===== src/rtl/sim_ctrl_pkg.sv =====
// Shared definitions for the simulation-control data-bus responder:
// register offsets, STATUS layout, response record and decode helpers.
package sim_ctrl_pkg;

  localparam logic [7:0] OFF_CONSOLE  = 8'h00;
  localparam logic [7:0] OFF_STATUS   = 8'h04;
  localparam logic [7:0] OFF_CYCLE_LO = 8'h08;
  localparam logic [7:0] OFF_CYCLE_HI = 8'h0C;
  localparam logic [7:0] OFF_SCRATCH  = 8'h10;
  localparam logic [7:0] OFF_DONE     = 8'hD0;

  localparam int unsigned STATUS_FULL_BIT  = 0;
  localparam int unsigned STATUS_DONE_BIT  = 1;
  localparam int unsigned STATUS_COUNT_LSB = 8;
  localparam int unsigned STATUS_COUNT_MSB = 15;

  typedef struct packed {
    logic        valid;
    logic        err;
    logic [31:0] rdata;
  } dbus_rsp_t;

  typedef enum logic [2:0] {
    REG_CONSOLE,
    REG_STATUS,
    REG_CYCLE_LO,
    REG_CYCLE_HI,
    REG_SCRATCH,
    REG_DONE,
    REG_NONE
  } reg_sel_e;

  // A miss and an unmapped offset both decode to REG_NONE.
  function automatic reg_sel_e decode_reg(input logic [31:0] addr,
                                          input logic [31:0] base);
    logic [7:0] off;
    off = {addr[7:2], 2'b00};
    if (addr[31:8] != base[31:8]) return REG_NONE;
    case (off)
      OFF_CONSOLE:  return REG_CONSOLE;
      OFF_STATUS:   return REG_STATUS;
      OFF_CYCLE_LO: return REG_CYCLE_LO;
      OFF_CYCLE_HI: return REG_CYCLE_HI;
      OFF_SCRATCH:  return REG_SCRATCH;
      OFF_DONE:     return REG_DONE;
      default:      return REG_NONE;
    endcase
  endfunction

  function automatic logic [31:0] be_merge(input logic [31:0] old_val,
                                           input logic [31:0] new_val,
                                           input logic [3:0]  be);
    logic [31:0] res;
    res = old_val;
    for (int unsigned i = 0; i < 4; i++) begin
      if (be[i]) res[8*i +: 8] = new_val[8*i +: 8];
    end
    return res;
  endfunction

endpackage


===== src/rtl/sim_ctrl_fifo.sv =====
// Synchronous FIFO for the console character stream; push when full and
// pop when empty are ignored, simultaneous push/pop keeps the count.
module sim_ctrl_fifo #(
  parameter int unsigned WIDTH = 8,
  parameter int unsigned DEPTH = 8
) (
  input  logic                     clk_i,
  input  logic                     rst_ni,
  input  logic                     push_i,
  input  logic [WIDTH-1:0]         data_i,
  input  logic                     pop_i,
  output logic [WIDTH-1:0]         data_o,
  output logic                     full_o,
  output logic                     empty_o,
  output logic [$clog2(DEPTH):0]   count_o
);

  localparam int unsigned AW = $clog2(DEPTH);

  logic [WIDTH-1:0] mem_q [DEPTH];
  logic [WIDTH-1:0] mem_d [DEPTH];
  logic [AW-1:0]    wr_ptr_q, wr_ptr_d;
  logic [AW-1:0]    rd_ptr_q, rd_ptr_d;
  logic [AW:0]      count_q, count_d;
  logic             do_push, do_pop;

  assign full_o  = (count_q == (AW+1)'(DEPTH));
  assign empty_o = (count_q == '0);
  assign count_o = count_q;
  assign data_o  = mem_q[rd_ptr_q];

  always_comb begin
    do_push  = push_i & ~full_o;
    do_pop   = pop_i & ~empty_o;
    mem_d    = mem_q;
    wr_ptr_d = wr_ptr_q;
    rd_ptr_d = rd_ptr_q;
    count_d  = count_q;
    if (do_push) begin
      mem_d[wr_ptr_q] = data_i;
      wr_ptr_d        = wr_ptr_q + 1'b1;
    end
    if (do_pop) rd_ptr_d = rd_ptr_q + 1'b1;
    case ({do_push, do_pop})
      2'b10:   count_d = count_q + 1'b1;
      2'b01:   count_d = count_q - 1'b1;
      default: count_d = count_q;
    endcase
  end

  always_ff @(posedge clk_i or negedge rst_ni) begin
    if (!rst_ni) begin
      mem_q    <= '{default: '0};
      wr_ptr_q <= '0;
      rd_ptr_q <= '0;
      count_q  <= '0;
    end else begin
      mem_q    <= mem_d;
      wr_ptr_q <= wr_ptr_d;
      rd_ptr_q <= rd_ptr_d;
      count_q  <= count_d;
    end
  end

endmodule


===== src/rtl/sim_ctrl_dbus_slave.sv =====
// Data-bus responder in a 256-byte window: done flag, console FIFO,
// 64-bit cycle counter with hi-latch, and a scratch register.
module sim_ctrl_dbus_slave
  import sim_ctrl_pkg::*;
#(
  parameter logic [31:0] BASE_ADDR  = 32'h80F60000,
  parameter logic [31:0] DONE_DATA  = 32'h0000DEAD,
  parameter int unsigned FIFO_DEPTH = 8
) (
  input  logic        clk_i,
  input  logic        rst_ni,
  input  logic        data_req_i,
  output logic        data_gnt_o,
  output logic        data_rvalid_o,
  input  logic        data_we_i,
  input  logic [3:0]  data_be_i,
  input  logic [31:0] data_addr_i,
  input  logic [31:0] data_wdata_i,
  output logic [31:0] data_rdata_o,
  output logic        data_err_o,
  output logic        char_valid_o,
  output logic [7:0]  char_data_o,
  input  logic        char_ready_i,
  output logic        done_o
);

  localparam int unsigned CNT_W = $clog2(FIFO_DEPTH) + 1;

  dbus_rsp_t   rsp_q, rsp_d;
  logic [63:0] cycle_q, cycle_d;
  logic [31:0] hi_latch_q, hi_latch_d;
  logic [31:0] scratch_q, scratch_d;
  logic        done_q, done_d;

  reg_sel_e    reg_sel;
  logic        fifo_push, fifo_pop, fifo_full, fifo_empty;
  logic [CNT_W-1:0] fifo_count;
  logic [31:0] status_word;
  logic        stall;

  sim_ctrl_fifo #(
    .WIDTH (8),
    .DEPTH (FIFO_DEPTH)
  ) u_fifo (
    .clk_i   (clk_i),
    .rst_ni  (rst_ni),
    .push_i  (fifo_push),
    .data_i  (data_wdata_i[7:0]),
    .pop_i   (fifo_pop),
    .data_o  (char_data_o),
    .full_o  (fifo_full),
    .empty_o (fifo_empty),
    .count_o (fifo_count)
  );

  assign char_valid_o  = ~fifo_empty;
  assign fifo_pop      = char_ready_i & ~fifo_empty;
  assign data_rvalid_o = rsp_q.valid;
  assign data_err_o    = rsp_q.err;
  assign data_rdata_o  = rsp_q.rdata;
  assign done_o        = done_q;

  always_comb begin
    status_word = '0;
    status_word[STATUS_FULL_BIT] = fifo_full;
    status_word[STATUS_DONE_BIT] = done_q;
    status_word[STATUS_COUNT_MSB:STATUS_COUNT_LSB] = 8'(fifo_count);
  end

  // Stall uses the pre-pop full flag, so a same-cycle pop never lets a push in.
  always_comb begin
    reg_sel    = decode_reg(data_addr_i, BASE_ADDR);
    stall      = data_req_i & data_we_i & data_be_i[0] &
                 (reg_sel == REG_CONSOLE) & fifo_full;
    data_gnt_o = data_req_i & ~stall;

    rsp_d      = '0;
    fifo_push  = 1'b0;
    scratch_d  = scratch_q;
    done_d     = done_q;
    hi_latch_d = hi_latch_q;
    cycle_d    = cycle_q + 64'd1;

    if (data_gnt_o) begin
      rsp_d.valid = 1'b1;
      case (reg_sel)
        REG_CONSOLE: begin
          if (data_we_i && data_be_i[0]) fifo_push = 1'b1;
        end
        REG_STATUS: begin
          if (!data_we_i) rsp_d.rdata = status_word;
        end
        REG_CYCLE_LO: begin
          if (!data_we_i) begin
            rsp_d.rdata = cycle_q[31:0];
            hi_latch_d  = cycle_q[63:32];
          end
        end
        REG_CYCLE_HI: begin
          if (!data_we_i) rsp_d.rdata = hi_latch_q;
        end
        REG_SCRATCH: begin
          if (data_we_i) scratch_d = be_merge(scratch_q, data_wdata_i, data_be_i);
          else           rsp_d.rdata = scratch_q;
        end
        REG_DONE: begin
          if (data_we_i) begin
            if (data_be_i == 4'hF && data_wdata_i == DONE_DATA) done_d = 1'b1;
          end else begin
            rsp_d.rdata = {31'b0, done_q};
          end
        end
        default: rsp_d.err = 1'b1;
      endcase
    end
  end

  always_ff @(posedge clk_i or negedge rst_ni) begin
    if (!rst_ni) begin
      rsp_q      <= '0;
      cycle_q    <= '0;
      hi_latch_q <= '0;
      scratch_q  <= '0;
      done_q     <= 1'b0;
    end else begin
      rsp_q      <= rsp_d;
      cycle_q    <= cycle_d;
      hi_latch_q <= hi_latch_d;
      scratch_q  <= scratch_d;
      done_q     <= done_d;
    end
  end

endmodule


===== config.mk =====
export PLATFORM = sky130hd
export DESIGN_NAME = sim_ctrl_dbus_slave
export DESIGN_NICKNAME = d
export VERILOG_FILES = /design/src/rtl/sim_ctrl_pkg.sv /design/src/rtl/sim_ctrl_fifo.sv /design/src/rtl/sim_ctrl_dbus_slave.sv
export SDC_FILE = /design/constraint.sdc
export NUM_CORES = 1
export LEC_CHECK = 0
export BUFFER_PORTS_ARGS = -buffer_cell sky130_fd_sc_hd__buf_4
export CAP_MARGIN = 30
export CORE_AREA = 10 10 205 110
export DETAILED_ROUTE_END_ITERATION = 8
export DIE_AREA = 0 0 215 120
export GPL_ROUTABILITY_DRIVEN = 0
export GPL_TIMING_DRIVEN = 0
export PLACE_DENSITY = 0.86
export SLEW_MARGIN = 30
export SYNTH_ARGS = -nofsm -noshare
export SYNTH_HDL_FRONTEND = slang
export SYNTH_HIERARCHICAL = 1
export SYNTH_SLANG_ARGS = --single-unit
export TNS_END_PERCENT = 30

===== constraint.sdc =====
create_clock -name clk_i -period 5.4 [get_ports clk_i]
set_clock_uncertainty 0.05 [all_clocks]
set_input_delay 0.54 -clock clk_i [delete_from_list [all_inputs] [get_ports clk_i]]
set_output_delay 0.54 -clock clk_i [all_outputs]
set_load 0.03 [all_outputs]

-- Word level (Yosys, flattened, before mapping)
Index checks and enable logic that the tools add are counted.
- flip-flop bits (word level): 237
- bits of input ports: 73
- word-level logic and storage cells: 95
- output and inout bits: 45
- equal/unequal tests: 16
- magnitude comparators: 3
- reductions and logical operators: 14
- muxes and demuxes: 22
- add/sub/neg operators: 5
- bitwise logic cells: 14
- operators with widths (cell ; number):
    32-bit one-hot mux with 5 select lines ; 1
    32-bit two-way mux ; 3
    64-bit by 1-bit adder with 64-bit output (second input constant) ; 1
    64-bit bitwise mux ; 1
    34-bit two-way mux ; 1
    32-bit by 16-bit equality test with 1-bit output (second input constant) ; 1
    8-bit binary-select mux with 3-bit select ; 1
    8-bit demux with 3-bit select ; 1
    8-bit two-way mux ; 3
    24-bit != test (second input constant) ; 1
    4-bit AND reduction ; 5
    3-bit one-hot mux with 6 select lines ; 1
    6-bit by 2-bit equality test with 1-bit output (second input constant) ; 2
    12-bit two-way mux ; 1
    1-bit AND ; 8
    4-bit equality test (second input constant) ; 2
    4-bit >= comparator (second input constant) ; 2
    3-bit inverter with 4-bit output ; 2
    4-bit one-hot mux with 2 select lines ; 1
    3-bit by 1-bit adder with 3-bit output (second input constant) ; 2
    3-bit by 2-bit equality test with 1-bit output (second input constant) ; 2
    3-bit equality test (second input constant) ; 2
    6-bit by 1-bit equality test with 1-bit output (second input constant) ; 1
    6-bit by 3-bit equality test with 1-bit output (second input constant) ; 1
    other kinds (17) ; 28

-- Logic depth before layout (Yosys ltp)
- depth after elaboration: 12
- gate-level depth with buffers: 12
- mapped depth without buffers: 11

-- Hierarchy
The synthesis kept the hierarchy.
- modules (own cells, without submodules) (module ; area an instance (sq um) ; instances ; cells each ; seq. area each (sq um)):
    sim_ctrl_dbus_slave ; 7507.2 ; 1 ; 627 ; 4078.9
    sim_ctrl_fifo ; 3688.5 ; 1 ; 228 ; 1851.8

-- Least setup slack after synthesis
Ideal clock, no wire load.
- kind: input to register
- from: input data_addr_i[13]
- to: register u_fifo.count_q[3], in the netlist u_fifo/count_o[3]
- library setup time: 0.134 ns
- data arrival time: 3.709 ns
- stages on the path: 11
- path slack: 1.507 ns
- path through: nor4b_1 -> nand2_1 -> nor4_2 -> nand2_1 -> nor4_1 -> nand2_1 -> ha_1 -> ha_1 -> or4b_2 -> o311ai_0 -> o211ai_1
- longest elaborated chain between the ends: 12
- elaborated cells between the ends (all ways): 15
- RTL lines (item ; line ; source):
    start: declaration ; sim_ctrl_dbus_slave.sv:17 ; input logic [31:0] data_addr_i,
    24-bit != test (*) ; sim_ctrl_pkg.sv:38 ; if (addr[31:8] != base[31:8]) return REG_NONE;
    1-bit two-way mux (*) ; sim_ctrl_pkg.sv:38 ;
    3-bit two-way mux (*) ; sim_ctrl_pkg.sv:39 ; case (off)
    3-bit logical NOT (*) ; sim_ctrl_dbus_slave.sv:74, sim_ctrl_dbus_slave.sv:86 ;
    1-bit AND ; sim_ctrl_dbus_slave.sv:73 ; stall = data_req_i & data_we_i & data_be_i[0] &
    1-bit AND ; sim_ctrl_dbus_slave.sv:74 ; (reg_sel == REG_CONSOLE) & fifo_full;
    1-bit inverter ; sim_ctrl_dbus_slave.sv:75 ; data_gnt_o = data_req_i & ~stall;
    1-bit AND ; sim_ctrl_dbus_slave.sv:75 ;
    1-bit two-way mux (*) ; sim_ctrl_dbus_slave.sv:84 ; if (data_gnt_o) begin
    via fifo_push ; sim_ctrl_dbus_slave.sv:36 ; logic fifo_push, fifo_pop, fifo_full, fifo_empty;
    1-bit AND (*) ; sim_ctrl_fifo.sv:33 ; do_push = push_i & ~full_o;
    2-bit by 1-bit equality test with 1-bit output / 2-bit equality test (equally long branches) ; sim_ctrl_fifo.sv:44 ; case ({do_push, do_pop})
    4-bit one-hot mux with 2 select lines / 2-bit nonzero test (equally long branches) ; -- ;
    end signal: assignment ; sim_ctrl_fifo.sv:61 ; count_q <= count_d;
    end: declaration ; sim_ctrl_fifo.sv:24 ; logic [AW:0] count_q, count_d;
The timed path passes the listed nets; every way through them passes the cells marked *.
A chain may end at the register's enable or synchronous reset.

-- Worst setup path in the final report
- from: input data_addr_i[27]
- to: register u_fifo.count_q[3], in the netlist u_fifo/count_o[3]
Same word-level chain as after synthesis.

==> results.cfg <==
[synth]
synth_common_cells = 237 x dfrtp_1, 109 x mux2_2, 58 x nor2_1
synth_compound_area_share_pct = 3.60
synth_xor_xnor_area_share_pct = 5.32
syn-num-nets = 935
yosys-mux-area-fraction_pct = 21.3
synth_top_area_share_pct = 53.0
yosysSeqAreaShare_pct = 53.0
yosysMostFrequentCell = dfrtp_1
synthCells = 855
ys_top_cells_by_area = dfrtp_1 53%, mux2_2 11%, mux2_4 4.3%
synth_cell_types = 59
synth_top_family_by_area = multiplexers
ys.flop_type = dfrtp_1
synthSimpleGateAreaFrac_pct = 13.7
syn_area_per_cell_um2 = 13.1
yosys.area.top_type = dfrtp_1
synth_edf_count = 0
synthAdderAreaFrac_pct = 0.849
ys_ff_latch = 237
synth_warnings = 6
async_flop_share_pct = 100
synth.cell_area_um2 = 11200

[floorplan]
io_pins = 118
core_um2 = 19100
start_util_pct = 58.8
die_h_um = 120
dieWidth_um = 215
die_area_um2 = 25800
row_count = 36

[place]
dpl_worst_slack_ns = 0.372
placed_cell_area_um2 = 12400
dp_hpwl_um = 21400
numPortBuffers = 113

[run_status]
outcome = finished, final reports clean

[sta]
holdWs_ns = 0.208
slew-limit-headroom_pct = 38.4
rsz0062_at_grt = false
tightest_slew_ns = 0.919
slew_violations = 0
timing.final.crit_share_pct = 87.3
finalSetupViolCount = 0
max_freq_ghz = 0.212
final-hold-violation-count = 0
min_period_ns = 4.71
setup_slack_ns = 0.688
setup_tns_ns = 0

[finish]
regArea_um2 = 5930
num-nets-final = 1074
multi_input_area_um2 = 5010
antenna_cells = 0
design_area_um2 = 13100
syn2layout_area_growth_pct = 17.1
num-fill-cells = 1335
drive_gt1_share_pct = 34.1

[power_and_ir_drop]
p_total_mw = 3.81
power_density_nw_per_um2 = 291
irDropWorstVdd_mv = 0.202
total_leakage_power_nw = 6.32

[drt]
viasPerCell = 6.11
wl_um = 29300
drc = 0
vias = 7769
wl_per_cell_um = 23.0
first_pass_iters = 5
drt_iter0_drc = 907
drtAntennaViolNets = 0

[critical_path]
slowest_stage = nor4_2
crit_type = in2reg
crit_chain = buf_4, nor4b_2, nand4_4, nor4_2, nand2_1, nor4_1, nand2_1, ha_1, ha_1, or4b_2, o311ai_0, o211ai_1
crit_required_ns = 5.73
cp_num_buf_inv = 1
critical_path.top_delay_family = simple AND/OR/NAND/NOR gates
cp-end-kind = flip-flop
cp-start-kind = input port
crit_arrival_ns = 5.04
critical-path-max-stage-delay_ns = 0.79
cp_max_fo = 9

[clocking]
numCtsBuffers = 21
cts_buffer_depth = 3
path_clk_slew_ns = 0.07
tritoncts = yes
cts_sinks = 237
htree_num_levels = 1
clkLatencyLatePin_ns = 0.51
cts_root_buf = clkbuf_16

[grt]
grt_pass1_wl_um = 46900
met1_usage_pct = 33.1
overflow = 0
gr-usage-met2_pct = 31.1
use_met3_pct = 8.78
antenna_found_initial = 0
track_usage_pct = 22.6
grt_max_degree = 92
first_global_vias = 7976
top_usage_layer = met1

[flow_run]
maxCapViolations = 0

[min_path]
worst_hold_path_type = in2reg
-- worst paths after layout --
path                                        start                 to  slack [ns]  cells after the start
worst max register to register  u_fifo/count_o[3]  u_fifo/count_o[3]        1.41                     11
worst max-delay path              data_addr_i[27]  u_fifo/count_o[3]        0.69                     12
max in group asynchronous                  rst_ni    u_fifo/mem_q[4]        3.54                      4
worst min-delay path             data_wdata_i[13]      scratch_q[13]        0.21                      2
min in group asynchronous                  rst_ni   data_rdata_o[29]        0.52                      2
worst min register to register        cycle_q[63]        cycle_q[63]        0.43                      1
-- cell families (layout without fill, tap and decap cells) --
| kind of cell | count (synthesis) | in the layout |
|---|---|---|
| multiplexers | 185 | 185 |
| XOR/XNOR | 68 | 68 |
| AO/OA/AOI/OAI | 54 | 54 |
| buffers and inverters | 52 | 203 |
| flip-flops | 237 | 237 |
| AND/OR/NAND/NOR | 252 | 252 |
| adder cells (fa/ha/maj) | 7 | 7 |
-- per-stage QoR --
stage,std cells,util [%]
6_report,1272,68.8
5_1_grt,1272,68.8
4_1_cts,1272,68.8
3_5_place_dp,1236,65.3
3_3_place_gp,1234,65.0
2_1_floorplan,855,-
-- power by group --
| part | switching (mW) | leakage, nW | internal [mW] | total, mW |
|---|---|---|---|---|
| Combinational | 0.292 | 2.72 | 0.204 | 0.496 |
| Clock | 0.649 | 0.321 | 0.833 | 1.48 |
| Sequential | 0.0321 | 3.28 | 1.80 | 1.84 |
| Total | 0.973 | 6.32 | 2.84 | 3.81 |
-- state kept, by name (all words and copies together) (netlist names), 3 cells and up --
name	flops
u_fifo/mem_q	64
cycle_q	64
u_fifo/rd_ptr_q	3
scratch_q	32
hi_latch_q	32
u_fifo/wr_ptr_q	3
u_fifo/count_o	4
data_rdata_o	32
-- layout make-up --
cell class	count	area share [%]
clock buffers	33	4.74
plain buffers	34	1.41
well taps	266	2.54
clock inverters	2	0.267
flip-flops and latches	237	45.3
inverters	18	0.554
multi-input cells	566	38.2
repair buffers	116	7.03
-- metal layers --
metal | vias to the layer above | share of wire (%)
li1 | 3393 | -
met1 | 3969 | 46
met2 | 369 | 40
met3 | 38 | 12
met4 | 0 | 1.6
met5 | - | 0
-- placed cells by master, fill, tap and decap left out, types with 3 or more instances in the layout --
cell type and instances:
a21oi_1 4, a22o_1 5, a22oi_1 31, and3_1 5, and4_1 6, buf_1 3, buf_2 7, buf_4 115
buf_6 5, clkbuf_1 23, clkbuf_16 21, clkbuf_8 5, dfrtp_1 237, ha_1 6, inv_1 17, mux2_1 26
mux2_2 109, mux2_4 32, mux4_2 16, nand2_1 46, nand3_1 27, nand4_1 20, nand4_4 4, nand4b_1 3
nor2_1 58, nor2b_1 5, nor3_1 26, nor3_2 4, nor3b_1 4, nor4_1 16, nor4_4 3, o21ai_0 5
or4b_4 3, xnor2_1 32, xor2_1 36
-- what timing repair did --
| action | CTS | global route |
|---|---|---|
| hold buffers | 1 | 0 |
| resized for setup | 0 | 0 |
| hold endpoints to repair | 65 | 0 |
| setup buffers | 0 | 0 |
Power figures use the tool's default switching activity.
